[config.mk]
export PLATFORM = sky130hd
export DESIGN_NAME = ps2_host_receiver
export DESIGN_NICKNAME = d
export VERILOG_FILES = /design/src/rtl/ps2_pkg.sv /design/src/rtl/input_filter.sv /design/src/rtl/ps2_rx_fifo.sv /design/src/rtl/ps2_host_receiver.sv
export SDC_FILE = /design/constraint.sdc
export NUM_CORES = 1
export LEC_CHECK = 0
export BUFFER_PORTS_ARGS = -buffer_cell sky130_fd_sc_hd__buf_4
export CORE_ASPECT_RATIO = 1.4
export CORE_MARGIN = 5
export CORE_UTILIZATION = 39
export CTS_CLUSTER_DIAMETER = 80
export CTS_CLUSTER_SIZE = 20
export DETAILED_ROUTE_END_ITERATION = 10
export PLACE_DENSITY = 0.66
export RECOVER_POWER = 100
export SLEW_MARGIN = 40
export SYNTH_ARGS = -nofsm -noshare
export SYNTH_HDL_FRONTEND = slang
export SYNTH_HIERARCHICAL = 1
export SYNTH_SLANG_ARGS = --single-unit
[constraint.sdc]
create_clock -name clk_i -period 10.21 [get_ports clk_i]
set_clock_uncertainty 0.15 [all_clocks]
set_input_delay 1.5315 -clock clk_i [delete_from_list [all_inputs] [get_ports clk_i]]
set_output_delay 1.5315 -clock clk_i [all_outputs]
set_load 0.01 [all_outputs]
[src/rtl/ps2_pkg.sv]
// rtl/ps2_pkg.sv - shared PS/2 receiver types, frame constants and parameter defaults
package ps2_pkg;

    typedef enum logic [1:0] {
        ST_IDLE   = 2'd0,
        ST_DATA   = 2'd1,
        ST_PARITY = 2'd2,
        ST_STOP   = 2'd3
    } ps2_state_t;

    localparam int DATA_BITS  = 8;
    localparam int FRAME_BITS = 11;

    localparam int DEFAULT_FILTER_LENGTH  = 3;
    localparam int DEFAULT_FIFO_DEPTH     = 8;
    localparam int DEFAULT_TIMEOUT_CYCLES = 100000;

    function automatic logic odd_parity_ok(input logic [DATA_BITS-1:0] data, input logic parity);
        return (^data ^ parity) == 1'b1;
    endfunction

endpackage

[src/rtl/input_filter.sv]
// rtl/input_filter.sv - glitch filter: output follows input after LENGTH consecutive samples at a new level
module input_filter #(
    parameter logic RESET_VALUE = 1'b1,
    parameter int   LENGTH      = 3
) (
    input  logic clk_i,
    input  logic rst_i,
    input  logic d_i,
    output logic q_o
);

    localparam int CNT_W = $clog2(LENGTH + 1);

    logic [CNT_W-1:0] cnt;

    always_ff @(posedge clk_i or negedge rst_i) begin
        if (!rst_i) begin
            q_o <= RESET_VALUE;
            cnt <= '0;
        end else if (d_i != q_o) begin
            if (cnt == CNT_W'(LENGTH - 1)) begin
                q_o <= d_i;
                cnt <= '0;
            end else begin
                cnt <= cnt + CNT_W'(1);
            end
        end else begin
            cnt <= '0;
        end
    end

endmodule

[src/rtl/ps2_rx_fifo.sv]
// rtl/ps2_rx_fifo.sv - first-word fall-through receive byte FIFO with overflow pulse
module ps2_rx_fifo #(
    parameter int DEPTH = 8,
    parameter int WIDTH = 8
) (
    input  logic                     clk_i,
    input  logic                     rst_i,
    input  logic                     push_i,
    input  logic [WIDTH-1:0]         push_data_i,
    input  logic                     pop_ready_i,
    output logic [WIDTH-1:0]         data_o,
    output logic                     valid_o,
    output logic [$clog2(DEPTH):0]   level_o,
    output logic                     overflow_o
);

    localparam int PTR_W = $clog2(DEPTH);

    logic [WIDTH-1:0] mem [DEPTH];
    logic [PTR_W-1:0] wr_ptr, rd_ptr;
    logic             full, pop, wr_en;

    assign full    = (level_o == (PTR_W + 1)'(DEPTH));
    assign valid_o = (level_o != '0);
    assign pop     = pop_ready_i & valid_o;
    // A full FIFO still accepts a byte when the head leaves in the same cycle
    assign wr_en   = push_i & (~full | pop);
    assign data_o  = valid_o ? mem[rd_ptr] : '0;

    always_ff @(posedge clk_i) begin
        if (wr_en) begin
            mem[wr_ptr] <= push_data_i;
        end
    end

    always_ff @(posedge clk_i or negedge rst_i) begin
        if (!rst_i) begin
            wr_ptr     <= '0;
            rd_ptr     <= '0;
            level_o    <= '0;
            overflow_o <= 1'b0;
        end else begin
            overflow_o <= push_i & full & ~pop;
            if (wr_en) begin
                wr_ptr <= wr_ptr + PTR_W'(1);
            end
            if (pop) begin
                rd_ptr <= rd_ptr + PTR_W'(1);
            end
            case ({wr_en, pop})
                2'b10:   level_o <= level_o + (PTR_W + 1)'(1);
                2'b01:   level_o <= level_o - (PTR_W + 1)'(1);
                default: level_o <= level_o;
            endcase
        end
    end

endmodule

[src/rtl/ps2_host_receiver.sv]
// rtl/ps2_host_receiver.sv - PS/2 device-to-host frame receiver with byte FIFO
// Define PS2_RX_TIMEOUT_EN to build the inter-edge watchdog that aborts stalled frames.
module ps2_host_receiver
    import ps2_pkg::*;
#(
    parameter int FILTER_LENGTH  = DEFAULT_FILTER_LENGTH,
    parameter int FIFO_DEPTH     = DEFAULT_FIFO_DEPTH,
    parameter int TIMEOUT_CYCLES = DEFAULT_TIMEOUT_CYCLES
) (
    input  logic                          clk_i,
    input  logic                          rst_i,
    input  logic                          ps2_clk_i,
    input  logic                          ps2_data_i,
    input  logic                          buffer_ready_i,
    output logic [7:0]                    data_o,
    output logic                          data_valid_o,
    output logic [$clog2(FIFO_DEPTH):0]   fifo_level_o,
    output logic                          parity_error_o,
    output logic                          frame_error_o,
    output logic                          overflow_o
);

    localparam int BIT_CNT_W = $clog2(DATA_BITS);

    logic [1:0]           clk_sync, data_sync;
    logic                 clk_f, data_f, clk_f_q, fall;
    ps2_state_t           state_q, state_d;
    logic [BIT_CNT_W-1:0] bit_cnt;
    logic [DATA_BITS-1:0] shift_q;
    logic                 parity_q;
    logic                 push, perr_d, ferr_d;
    logic                 timeout_hit;

    // Raw lines are asynchronous to clk_i; synchronise before filtering
    always_ff @(posedge clk_i or negedge rst_i) begin
        if (!rst_i) begin
            clk_sync  <= 2'b11;
            data_sync <= 2'b11;
        end else begin
            clk_sync  <= {clk_sync[0], ps2_clk_i};
            data_sync <= {data_sync[0], ps2_data_i};
        end
    end

    input_filter #(.RESET_VALUE(1'b1), .LENGTH(FILTER_LENGTH)) u_clk_filter (
        .clk_i (clk_i),
        .rst_i (rst_i),
        .d_i   (clk_sync[1]),
        .q_o   (clk_f)
    );

    input_filter #(.RESET_VALUE(1'b1), .LENGTH(FILTER_LENGTH)) u_data_filter (
        .clk_i (clk_i),
        .rst_i (rst_i),
        .d_i   (data_sync[1]),
        .q_o   (data_f)
    );

    always_ff @(posedge clk_i or negedge rst_i) begin
        if (!rst_i) begin
            clk_f_q <= 1'b1;
        end else begin
            clk_f_q <= clk_f;
        end
    end

    assign fall = clk_f_q & ~clk_f;

`ifdef PS2_RX_TIMEOUT_EN
    localparam int TMO_W = $clog2(TIMEOUT_CYCLES + 1);

    logic [TMO_W-1:0] tmo_cnt;

    always_ff @(posedge clk_i or negedge rst_i) begin
        if (!rst_i) begin
            tmo_cnt <= '0;
        end else if (fall || state_q == ST_IDLE) begin
            tmo_cnt <= '0;
        end else begin
            tmo_cnt <= tmo_cnt + TMO_W'(1);
        end
    end

    assign timeout_hit = (state_q != ST_IDLE) && (tmo_cnt == TMO_W'(TIMEOUT_CYCLES));
`else
    // TIMEOUT_CYCLES has no effect without the watchdog; this is a constant 0
    assign timeout_hit = (TIMEOUT_CYCLES < 0);
`endif

    always_ff @(posedge clk_i or negedge rst_i) begin
        if (!rst_i) begin
            state_q <= ST_IDLE;
        end else begin
            state_q <= state_d;
        end
    end

    always_comb begin
        state_d = state_q;
        if (fall) begin
            case (state_q)
                ST_IDLE:   if (!data_f) state_d = ST_DATA;
                ST_DATA:   if (bit_cnt == BIT_CNT_W'(DATA_BITS - 1)) state_d = ST_PARITY;
                ST_PARITY: state_d = ST_STOP;
                ST_STOP:   state_d = ST_IDLE;
                default:   state_d = ST_IDLE;
            endcase
        end else if (timeout_hit) begin
            state_d = ST_IDLE;
        end
    end

    // Stop-bit failure takes priority over a parity failure
    always_comb begin
        push   = 1'b0;
        perr_d = 1'b0;
        ferr_d = 1'b0;
        if (fall && state_q == ST_STOP) begin
            if (!data_f) begin
                ferr_d = 1'b1;
            end else if (!odd_parity_ok(shift_q, parity_q)) begin
                perr_d = 1'b1;
            end else begin
                push = 1'b1;
            end
        end else if (!fall && timeout_hit) begin
            ferr_d = 1'b1;
        end
    end

    always_ff @(posedge clk_i or negedge rst_i) begin
        if (!rst_i) begin
            bit_cnt  <= '0;
            shift_q  <= '0;
            parity_q <= 1'b0;
        end else if (fall) begin
            case (state_q)
                ST_IDLE:   bit_cnt <= '0;
                ST_DATA: begin
                    shift_q <= {data_f, shift_q[DATA_BITS-1:1]};
                    bit_cnt <= bit_cnt + BIT_CNT_W'(1);
                end
                ST_PARITY: parity_q <= data_f;
                default:   ;
            endcase
        end
    end

    always_ff @(posedge clk_i or negedge rst_i) begin
        if (!rst_i) begin
            parity_error_o <= 1'b0;
            frame_error_o  <= 1'b0;
        end else begin
            parity_error_o <= perr_d;
            frame_error_o  <= ferr_d;
        end
    end

    ps2_rx_fifo #(.DEPTH(FIFO_DEPTH), .WIDTH(DATA_BITS)) u_fifo (
        .clk_i       (clk_i),
        .rst_i       (rst_i),
        .push_i      (push),
        .push_data_i (shift_q),
        .pop_ready_i (buffer_ready_i),
        .data_o      (data_o),
        .valid_o     (data_valid_o),
        .level_o     (fifo_level_o),
        .overflow_o  (overflow_o)
    );

endmodule

==> metrics.md, run 1 <==
| Metric | Value |
|---|---|
| Core area | `roughly 11,000 sq um` |
| EDFF count, synth | `between 60 and 70` |
| DIE WIDTH | `100.6 um` |
| Synthesized netlist cell count | `282` |
| Die Span Y | `between 100 and 150 um` |
| Number of detailed-route iterations in the first pass | `4` |
| Die ar. | `13,770 sq um` |
| Via count | `2,299` |
| Layout cell share with drive strength beyond 1 | `between 10% and 20%` |
| Finished Core Util | `43.40%` |
| CP Capture Type | `output port` |
| I/O pin total | `21` |
| Post-synth ARST share | `about 37%` |
| First-pass GRT wire length | `12.07 mm` |
| GRT Total Usage | `11.40%` |
| Routed WL | `7.153 mm` |
| Most frequent cells in the layout | `64 x edfxtp_1, 38 x mux2i_1, 31 x dfrtp_1` |
| Multi-input gate area | `1430 sq um` |
| # diodes | `0` |
| RSZ-0062 raised after global routing | `false` |
| Power Internal | `just over 0.9 mW` |
| Routed vias/inst | `5.098` |
| CTS Buf Count | `9` |
| GR Overflow Total | `0` |
| # resized after CTS | `0` |
| Yosys warnings | `6` |
| Num rows | `46` |
| Setup violators final | `0` |
| Leading cell type in the layout, fill and taps excluded | `edfxtp_1` |
| Required @ worst endpoint | `8.53 ns` |
| CTS root buf | `clkbuf_16` |
| Register bit total from synthesis | `102` |
| Worst skew pair latency | `0.33 ns` |
| Tmin final | `approximately 4.7 ns` |
| Net Sw Frac | `32.73%` |
| CP max FO | `12` |
| # Max-Cap Violations | `2` |
| P_leak | `1.860 nW` |
| Layout filler cell count | `1,043` |
| Period utilisation layout | `45.73%` |
| Total power | `1.365 mW` |
| Syn_nets | `roughly 300` |
| Post-synth cell types | `slightly above 50` |
| Half-perimeter wire length after placement | `about 5 mm` |
| Dominant synthesized flop cell | `edfxtp_1` |
| Sequential element share of the synthesized area | `between 60% and 70%` |
| Pwr Density | `about 280 nW/um^2` |
| DRT iter0 DRCs | `between 100 and 150` |
| Synth Cell Area | `4482 sq um` |
| Seq pwr share | `between 40 and 50%` |
| Gate power share | `32.0%` |
| Vias in the first global route | `2,380` |
| Fin. max-slew vios | `51` |
| Antenna violations before repair | `0` |
| Status | `finished, violations left` |
| Data arrival time of the worst path | `~3 ns` |
| Post-route DRC | `0` |
| # Post-CTS Setup Buffers | `0` |
| FMAX | `214.2 MHz` |
| Htree depth | `3` |
| Worst IR Drop VDD | `114.9 uV` |
| Clk sinks | `102` |
| Total placed cells including tap cells | `roughly 440` |
| CTS Hold Buffers Added | `0` |
| Largest net degree at the start of global routing | `39` |
| Final cell count without fillers | `451` |
| Port Buffer Count | `20` |
| P_sw | `0.4467 mW` |
| Routability Congestion | `0.7400` |
| Initial Util | `39.73%` |
| Sequential cell area | `~2900 sq um` |
| Clock Path Buffers | `2` |
| Setup TNS | `0 ns` |
| Critical path class | `reg -> out` |
| # nets final | `316` |
| Hold crit path type | `reg -> reg` |
| Relative slew slack | `-36.49%` |
| Final ANT Viol Nets | `0` |
| Worst Tran Pin Value | `between 2 and 2.5 ns` |
| Clock Power Share | `23.8%` |
| Avg Cell Area, Syn | `15.89 sq um` |
| CTS tree | `done` |
| CTS clock-pin slew for the worst setup and hold paths | `0.06 ns` |
| WL/cell | `15.86 um` |
| Failing checks | `max-capacitance violations, max-slew violations` |
| Hold Vio Cnt, Final | `0` |
| CP Launch Type | `flip-flop` |
| Area grow syn2layout | `9.241%` |
## layout make-up
class,count,area share (%)
Multi-Input combinational cell,163,29.21
Timing Repair Buffer,22,1.993
Tap cell,144,3.680
Sequential cell,102,58.85
Inverter,4,0.3578
Clock buffer,10,4.677
Clock inverter,6,1.227
## cell families (layout without fill, tap and decap cells)
family,after synthesis,count (layout),synth area share (%)
AOI/OAI and AO/OA,34,34,7.621
xor gates and xnor gates,13,13,3.183
adders and majority gates,9,9,2.513
buffers and inverters,17,42,2.987
DFF,102,102,64.29
muxes,51,51,11.92
and+or+nand+nor,56,56,7.482
## metrics by stage
stage          cell area [sq um]  setup slack, ns  hold slack, ns
6_report                    4896            5.541          0.2065
5_1_grt                     4896            5.224          0.2100
4_1_cts                     5012            6.427          0.2076
3_5_place_dp                4723            6.726          0.1982
3_3_place_gp                4711            6.749          0.1965
2_1_floorplan               4482            6.952          0.1952
## final timing paths
check | start | to | slack [ns] | cells after the start
hold reg to reg | clk_sync[0] | clk_sync[1] | 0.21 | 0
hold / removal | clk_sync[0] | clk_sync[1] | 0.21 | 0
setup / recovery | u_fifo/level_o[1] | data_o[0] | 5.54 | 4
setup reg to reg | shift_q[1] | u_fifo/mem[1][2] | 6.17 | 7
min in group asynchronous | rst_i | u_clk_filter/cnt[0] | 1.63 | 1
max in group asynchronous | rst_i | u_fifo/rd_ptr[1] | 7.10 | 1
## flip-flops by register name, summed over array words and instances, names as in the netlist, 2 cells and up
register and cells:
u_clk_filter/cnt 2, shift_q 8, data_sync 2, u_fifo/rd_ptr 3, u_fifo/level_o 4, bit_cnt 3, state_q 2, u_data_filter/cnt 2
u_fifo/wr_ptr 3, clk_sync 2, u_fifo/mem 64
## cells in the mapped netlist, types with 2 or more instances
cell | instances | area (sq um)
dfstp_2 | 7 | 183.9
nand3_1 | 2 | 10.01
nand4_1 | 2 | 12.51
ha_1 | 9 | 112.6
dfrtp_1 | 31 | 775.7
nor2_1 | 11 | 41.29
nor3_2 | 2 | 20.02
mux2_4 | 2 | 30.03
nand2_1 | 14 | 52.55
inv_1 | 3 | 11.26
a221oi_2 | 8 | 120.1
buf_2 | 2 | 10.01
nor3_1 | 6 | 30.03
buf_6 | 6 | 67.56
a21oi_1 | 3 | 15.01
nor2b_4 | 2 | 27.53
nor3b_1 | 2 | 15.01
o21a_1 | 2 | 15.01
buf_1 | 3 | 11.26
edfxtp_1 | 64 | 1922
mux2_2 | 3 | 33.78
mux2_1 | 8 | 90.09
nand2b_1 | 4 | 25.02
a32o_1 | 2 | 20.02
xor2_1 | 3 | 26.28
nor2b_1 | 3 | 18.77
mux2i_1 | 38 | 380.4
xnor2_1 | 8 | 70.07
o21ai_0 | 3 | 15.01
a221o_1 | 8 | 80.08
## routing by layer
| metal | global-route usage [%] | routed length (um) | up-vias |
|---|---|---|---|
| met5 | 0 | 0 | - |
| met4 | 4.719 | 46 | 0 |
| met3 | 2.397 | 186 | 2 |
| met2 | 20.51 | 4007 | 32 |
| met1 | 12.95 | 2913 | 1157 |
| li1 | - | - | 1108 |
## worst max-delay path, cell delays in order, from the launching register on
cell and delay (ns):
dfrtp_1 0.51, nor4_1 1.63, a221o_1 0.32, a221oi_2 0.05
clkbuf_1 0.16
## power by group through the flow
stage                     logic (mW)  registers [mW]  clock network (mW)
after floorplan                0.391           0.590                   0
after global placement         0.472           0.615                   0
after detailed placement       0.485           0.620                   0
after CTS                      0.486           0.611               0.335
after global routing           0.485           0.619               0.352
final                          0.436           0.604               0.324
(Power assumes the default switching activity.)
==> run 2, diff against run 1 <==
--- a/config.mk
+++ b/config.mk
@@ -12,7 +12,7 @@
 export CTS_CLUSTER_DIAMETER = 80
 export CTS_CLUSTER_SIZE = 20
 export DETAILED_ROUTE_END_ITERATION = 10
-export PLACE_DENSITY = 0.66
+export PLACE_DENSITY = 0.68
 export RECOVER_POWER = 100
 export SLEW_MARGIN = 40
 export SYNTH_ARGS = -nofsm -noshare
==> constraint.sdc (replaced) <==
create_clock -name clk_i -period 3.9 [get_ports clk_i]
set_clock_uncertainty 0.15 [all_clocks]
set_input_delay 0.585 -clock clk_i [delete_from_list [all_inputs] [get_ports clk_i]]
set_output_delay 0.585 -clock clk_i [all_outputs]
set_load 0.01 [all_outputs]
==> metrics.md, run 2 (synthesized netlist as in run 1, its figures left out) <==
| Metric | Value |
|---|---|
| Status | `finished, violations left` |
| Failing checks | `max-capacitance violations, max-slew violations` |
| Critical path class | `reg -> out` |
| Post-route cell area | `4941 sq um (+0.92%)` |
| Hold crit path type | `in -> reg` |
| CP Launch Type | `flip-flop` |
| CP max FO | `9 (-3)` |
| Fin. max-slew vios | `39 (-24%)` |
| CP peak stage delay | `0.91 ns (-0.72 ns)` |
| Seq pwr share | `45.3% (+1.0 points)` |
| CTS root buf | `clkbuf_16` |
| Worst slack at placement | `0.7167 ns (-6.009 ns)` |
| Antenna violations before repair | `0 (unchanged)` |
| Sequential cell area | `2883 sq um (about the same)` |
| Largest net degree at the start of global routing | `39 (unchanged)` |
| Worst IR Drop VDD | `241.4 uV (+110%)` |
| Smallest hold slack | `0.2036 ns (-0.002847 ns)` |
| Initial Util | `39.73% (unchanged)` |
| DRT iter0 DRCs | `71 (-46%)` |
| Final setup margin | `0.5289 ns (-5.012 ns)` |
| # nets final | `326 (+3.2%)` |
| Hold Vio Cnt, Final | `0 (unchanged)` |
| Clock Power Share | `23.8% (about the same)` |
| Top cell by count, worst path | `clkbuf_1` |
| # Post-CTS Setup Buffers | `0 (unchanged)` |
| Clk sinks | `102 (unchanged)` |
| Pwr Density | `730.0 nW/um^2 (+160%)` |
| Worst Tran Pin Value | `2.047 ns (-0.0002927 ns)` |
| WHS Path Cells | `1 (+1)` |
| Most frequent cells in the layout | `64 x edfxtp_1, 38 x mux2i_1, 30 x dfrtp_1` |
| Power Internal | `2.421 mW (+160%)` |
| CP Capture Type | `output port` |
| Layout cell share with drive strength beyond 1 | `14.51% (+0.50 points)` |
| DIE WIDTH | `100.6 um (unchanged)` |
| Worst reg2reg path depth | `7 (unchanged)` |
| Core area | `11,280 sq um (unchanged)` |
| Area grow syn2layout | `10.25%` |
| FMAX | `296.6 MHz` |
| Final ANT Viol Nets | `0 (unchanged)` |
| Die ar. | `13,770 sq um (unchanged)` |
| Tmin final | `3.371 ns` |
| Port Buffer Count | `20 (unchanged)` |
| Clock Path Buffers | `2 (unchanged)` |
| Slowest cell on the critical path | `nor4_1` |
| Relative slew slack | `-36.47% (about the same)` |
| Cell breakdown of the critical path | `nor4_1 > clkbuf_1 > a221o_1 > a221oi_2 > clkbuf_1` |
| Gate power share | `30.9% (-1.1 points)` |
| Num rows | `46 (unchanged)` |
| # Max-Cap Violations | `1 (-1)` |
| Max reg flops | `64 (unchanged)` |
| # diodes | `0 (unchanged)` |
| Net Sw Frac | `32.88% (+0.15 points)` |
| Leading cell type in the layout, fill and taps excluded | `edfxtp_1` |
| Data arrival time of the worst path | `2.64 ns (-0.35 ns)` |
| Placement Cell Area | `4780 sq um (+1.2%)` |
| Period utilisation layout | `86.44%` |
| Largest delay share family, worst path | `simple AND/OR/NAND/NOR gates` |
| Crit path depth | `5 (+1)` |
| GRT Total Usage | `12.11% (+0.71 points)` |
| Half-perimeter wire length after placement | `5.399 mm (+7.5%)` |
| CTS Buf Count | `9 (unchanged)` |
| # resized after CTS | `0 (unchanged)` |
| First-pass GRT wire length | `12.65 mm (+4.8%)` |
| Worst skew pair latency | `0.34 ns (about the same)` |
| Setup TNS | `0 ns (unchanged)` |
| P_leak | `1.901 nW (+2.2%)` |
| CTS Hold Buffers Added | `0 (unchanged)` |
| R2R Setup Slk | `0.64 ns (-5.53 ns)` |
| Die Span Y | `136.8 um (unchanged)` |
| Total power | `3.607 mW (+160%)` |
| P_sw | `1.186 mW (+170%)` |
| Final cell count without fillers | `461 (+2.2%)` |
| Critical path buffers and inverters | `2 (+1)` |
| Multi-input gate area | `1426 sq um (-0.26%)` |
| Largest register by flop count | `u_fifo/mem` |
| Via count | `2,330 (+1.3%)` |
| GR Overflow Total | `0 (unchanged)` |
| Number of detailed-route iterations in the first pass | `4 (unchanged)` |
| Routed WL | `7.579 mm (+6.0%)` |
| Routability Congestion | `0.7528 (+1.7%)` |
| Total placed cells including tap cells | `444 (+2.1%)` |
| Htree depth | `3 (unchanged)` |
| WL/cell | `16.44 um (+3.7%)` |
| Biggest registers after layout | `u_fifo/mem (64), shift_q (8), u_fifo/level_o (4)` |
| RSZ-0062 raised after global routing | `false` |
| CTS clock-pin slew for the worst setup and hold paths | `0.06 ns (about the same)` |
| Finished Core Util | `43.80% (+0.40 points)` |
| I/O pin total | `21 (unchanged)` |
| Post-route DRC | `0 (unchanged)` |
| Vias in the first global route | `2,457 (+3.2%)` |
| Required @ worst endpoint | `3.16 ns (-5.37 ns)` |
| Routed vias/inst | `5.054 (-0.85%)` |
| CTS tree | `done` |
| Layout filler cell count | `1,040 (-0.29%)` |
| Setup violators final | `0 (unchanged)` |
[run 2: final timing paths]
kind	startpoint	endpoint
setup reg to reg	shift_q[1]	u_fifo/mem[1][4]
hold reg to reg	clk_sync[0]	clk_sync[1]
max in group asynchronous	rst_i	u_fifo/rd_ptr[1]
min in group asynchronous	rst_i	bit_cnt[1]
setup / recovery	u_fifo/level_o[2]	data_o[5]
hold / removal	ps2_data_i	data_sync[0]
[run 2: power groups by stage]
stage	clock (mW)	combinational [mW]	sequential [mW]
2_1_floorplan	0	1.02	1.54
3_3_place_gp	0	1.19	1.65
3_5_place_dp	0	1.24	1.67
4_1_cts	0.880	1.24	1.65
5_1_grt	0.924	1.23	1.67
6_report	0.859	1.12	1.63
[run 2: layer usage]
metal | track usage [%] | vias up | share of wire [%]
li1 | - | 1131 | -
met1 | 13.96 | 1165 | 41
met2 | 21.25 | 21 | 55
met3 | 3.009 | 13 | 2.5
met4 | 5.019 | 0 | 2.1
met5 | 0 | - | 0
[run 2: final cells by class]
cell class,count,share of cell area [%]
inverter,4,0.3545
tap,144,3.646
multi-input combinational,163,28.87
clock buffer,11,4.710
clock inverter,5,1.038
sequential,102,58.34
timing repair buffer,32,3.039
==> run 3, diff against run 2 <==
--- a/config.mk
+++ b/config.mk
@@ -8,11 +8,11 @@
 export BUFFER_PORTS_ARGS = -buffer_cell sky130_fd_sc_hd__buf_4
 export CORE_ASPECT_RATIO = 1.4
 export CORE_MARGIN = 5
-export CORE_UTILIZATION = 39
+export CORE_UTILIZATION = 55
 export CTS_CLUSTER_DIAMETER = 80
 export CTS_CLUSTER_SIZE = 20
 export DETAILED_ROUTE_END_ITERATION = 10
-export PLACE_DENSITY = 0.68
+export PLACE_DENSITY = 0.86
 export RECOVER_POWER = 100
 export SLEW_MARGIN = 40
 export SYNTH_ARGS = -nofsm -noshare
==> metrics.md, run 3 (synthesized netlist as in run 1, its figures left out) <==
| Metric | Value |
|---|---|
| Status | `finished, violations left` |
| Failing checks | `max-capacitance violations, max-slew violations` |
| Tmin final | `3.411 ns (+0.04012 ns)` |
| GR Overflow Total | `0 (unchanged)` |
| # Post-CTS Setup Buffers | `0 (unchanged)` |
| RSZ-0062 raised after global routing | `false` |
| Via count | `2,374 (+1.9%)` |
| CTS root buf | `clkbuf_16` |
| Data arrival time of the worst path | `3.24 ns (+0.60 ns)` |
| Worst skew pair latency | `0.34 ns (about the same)` |
| Layout filler cell count | `614 (-41%)` |
| Half-perimeter wire length after placement | `4.996 mm (-7.5%)` |
| First-pass GRT wire length | `12.58 mm (-0.55%)` |
| Htree depth | `3 (unchanged)` |
| Num rows | `39 (-15%)` |
| Total power | `3.664 mW (+1.6%)` |
| Die ar. | `10,080 sq um (-27%)` |
| Fin. max-slew vios | `39 (unchanged)` |
| FMAX | `293.2 MHz (-1.2%)` |
| CTS clock-pin slew for the worst setup and hold paths | `0.06 ns (about the same)` |
| WL/cell | `17.96 um (+9.3%)` |
| Worst IR Drop VDD | `407.5 uV (+69%)` |
| GRT Total Usage | `16.54% (+4.4 points)` |
| Multi-input gate area | `1433 sq um (+0.44%)` |
| Hold Vio Cnt, Final | `0 (unchanged)` |
| CTS tree | `done` |
| Required @ worst endpoint | `3.72 ns (+0.56 ns)` |
| Largest net degree at the start of global routing | `39 (unchanged)` |
| Initial Util | `55.66% (+16 points)` |
| DIE WIDTH | `86.29 um (-14%)` |
| Critical path class | `reg -> reg` |
| Antenna violations before repair | `0 (unchanged)` |
| Largest register by flop count | `u_fifo/mem` |
| Relative slew slack | `-29.48% (+7.0 points)` |
| # nets final | `323 (-0.92%)` |
| Vias in the first global route | `2,435 (-0.90%)` |
| # Max-Cap Violations | `1 (unchanged)` |
| Slowest cell on the critical path | `dfrtp_1` |
| # resized after CTS | `0 (unchanged)` |
| Pwr Density | `745.5 nW/um^2 (+2.1%)` |
| Cell breakdown of the critical path | `xor3_1 > or4b_1 > mux2i_1 > a21boi_0 > nand2b_1 > nor2_1 > clkbuf_1` |
| Worst Tran Pin Value | `1.942 ns (-0.1049 ns)` |
| R2R Path Start | `shift_q[1]` |
| Routed vias/inst | `5.707 (+13%)` |
| Routability Congestion | `0.8036 (+6.7%)` |
| Setup violators final | `0 (unchanged)` |
| Clk sinks | `102 (unchanged)` |
| Biggest registers after layout | `u_fifo/mem (64), shift_q (8), u_fifo/level_o (4)` |
| P_leak | `1.913 nW (+0.63%)` |
| Period utilisation layout | `87.47% (+1.0 points)` |
| Leading cell type in the layout, fill and taps excluded | `edfxtp_1` |
| CP max FO | `11 (+2)` |
| CP peak stage delay | `0.51 ns (-0.40 ns)` |
| CP Launch Type | `flip-flop` |
| Port Buffer Count | `20 (unchanged)` |
| Max reg flops | `64 (unchanged)` |
| Min-Delay Startpoint | `ps2_clk_i` |
| Sequential cell area | `2882 sq um (about the same)` |
| Die Span Y | `116.8 um (-15%)` |
| Final cell count without fillers | `416 (-9.8%)` |
| Number of detailed-route iterations in the first pass | `4 (unchanged)` |
| Final ANT Viol Nets | `0 (unchanged)` |
| CTS Buf Count | `9 (unchanged)` |
| Total placed cells including tap cells | `400 (-9.9%)` |
| Layout cell share with drive strength beyond 1 | `15.61% (+1.1 points)` |
| Core area | `8051 sq um (-29%)` |
| I/O pin total | `21 (unchanged)` |
| Post-route DRC | `0 (unchanged)` |
| Setup TNS | `0 ns (unchanged)` |
| Routed WL | `7.472 mm (-1.4%)` |
| Crit. Startpoint | `shift_q[1]` |
| CP Capture Type | `flip-flop` |
| CTS Hold Buffers Added | `0 (unchanged)` |
| # diodes | `0 (unchanged)` |
| Clock Path Buffers | `2 (unchanged)` |
| Hold crit path type | `in -> reg` |
| Most frequent cells in the layout | `64 x edfxtp_1, 38 x mux2i_1, 31 x dfrtp_1` |
| Worst slack at placement | `0.7437 ns (+0.02695 ns)` |
| DRT iter0 DRCs | `185 (+160%)` |
| Area grow syn2layout | `9.659%` |
| Final setup margin | `0.4888 ns (-0.04012 ns)` |
[run 3: cell count changes in the layout (fill, tap and decap cells not counted), moves of 2 or more]
cell,change
clkbuf_1,-4
mux2_4,+2
clkinv_1,-2
mux2_1,-2
nor2b_4,-2
[run 3: final timing paths]
path / to / slack [ns] / cells after the start
hold / removal: clk_sync[0] / 0.20 / 1
min in group asynchronous: u_fifo/rd_ptr[1] / 0.63 / 1
setup / recovery: u_fifo/mem[6][3] / 0.49 / 7
hold reg to reg: clk_sync[1] / 0.21 / 0
setup reg to reg: u_fifo/mem[6][3] / 0.49 / 7
max in group asynchronous: shift_q[6] / 1.84 / 1
[run 3: critical path: cells and delay by family, from the launching register on]
| family | cells | cell delay [ns] |
|---|---|---|
| AOI/OAI and AO/OA | 1 | 0.42 |
| xor gates and xnor gates | 1 | 0.49 |
| buffers and inverters | 1 | 0.47 |
| DFF | 1 | 0.51 |
| muxes | 1 | 0.17 |
| and+or+nand+nor | 3 | 0.83 |
[run 3: report_power, final]
| part | switching, mW | leakage, nW | total, mW | internal [mW] |
|---|---|---|---|---|
| combinational | 0.535 | 0.694 | 1.10 | 0.567 |
| sequential | 0.280 | 1.07 | 1.64 | 1.36 |
| clock | 0.379 | 0.152 | 0.921 | 0.542 |
[run 3: area by class of cell]
cell class / instances / area share (%)
Clock buffer: 11 / 5.168
Clock inverter: 5 / 1.298
Inverter: 4 / 0.3310
Multi-Input combinational cell: 163 / 29.15
Sequential cell: 102 / 58.63
Tap cell: 102 / 2.597
Timing Repair Buffer: 29 / 2.826
[run 3: metrics by stage]
stage               util, %  hold WS [ns]  area (sq um)
floorplan                 -        0.1394          4482
global placement      58.51        0.1961          4711
detailed placement    58.55        0.2000          4715
CTS                   62.50       0.06480          5032
global route          61.04        0.1956          4915
finish                61.04        0.2034          4915
[run 3: per-layer routing]
layer / wire length [um] / GRT usage (%) / vias up
li1: - / - / 1132
met1: 2967 / 19.02 / 1199
met2: 4146 / 29.49 / 32
met3: 246 / 4.062 / 11
met4: 111 / 6.861 / 0
met5: 0 / 0 / -
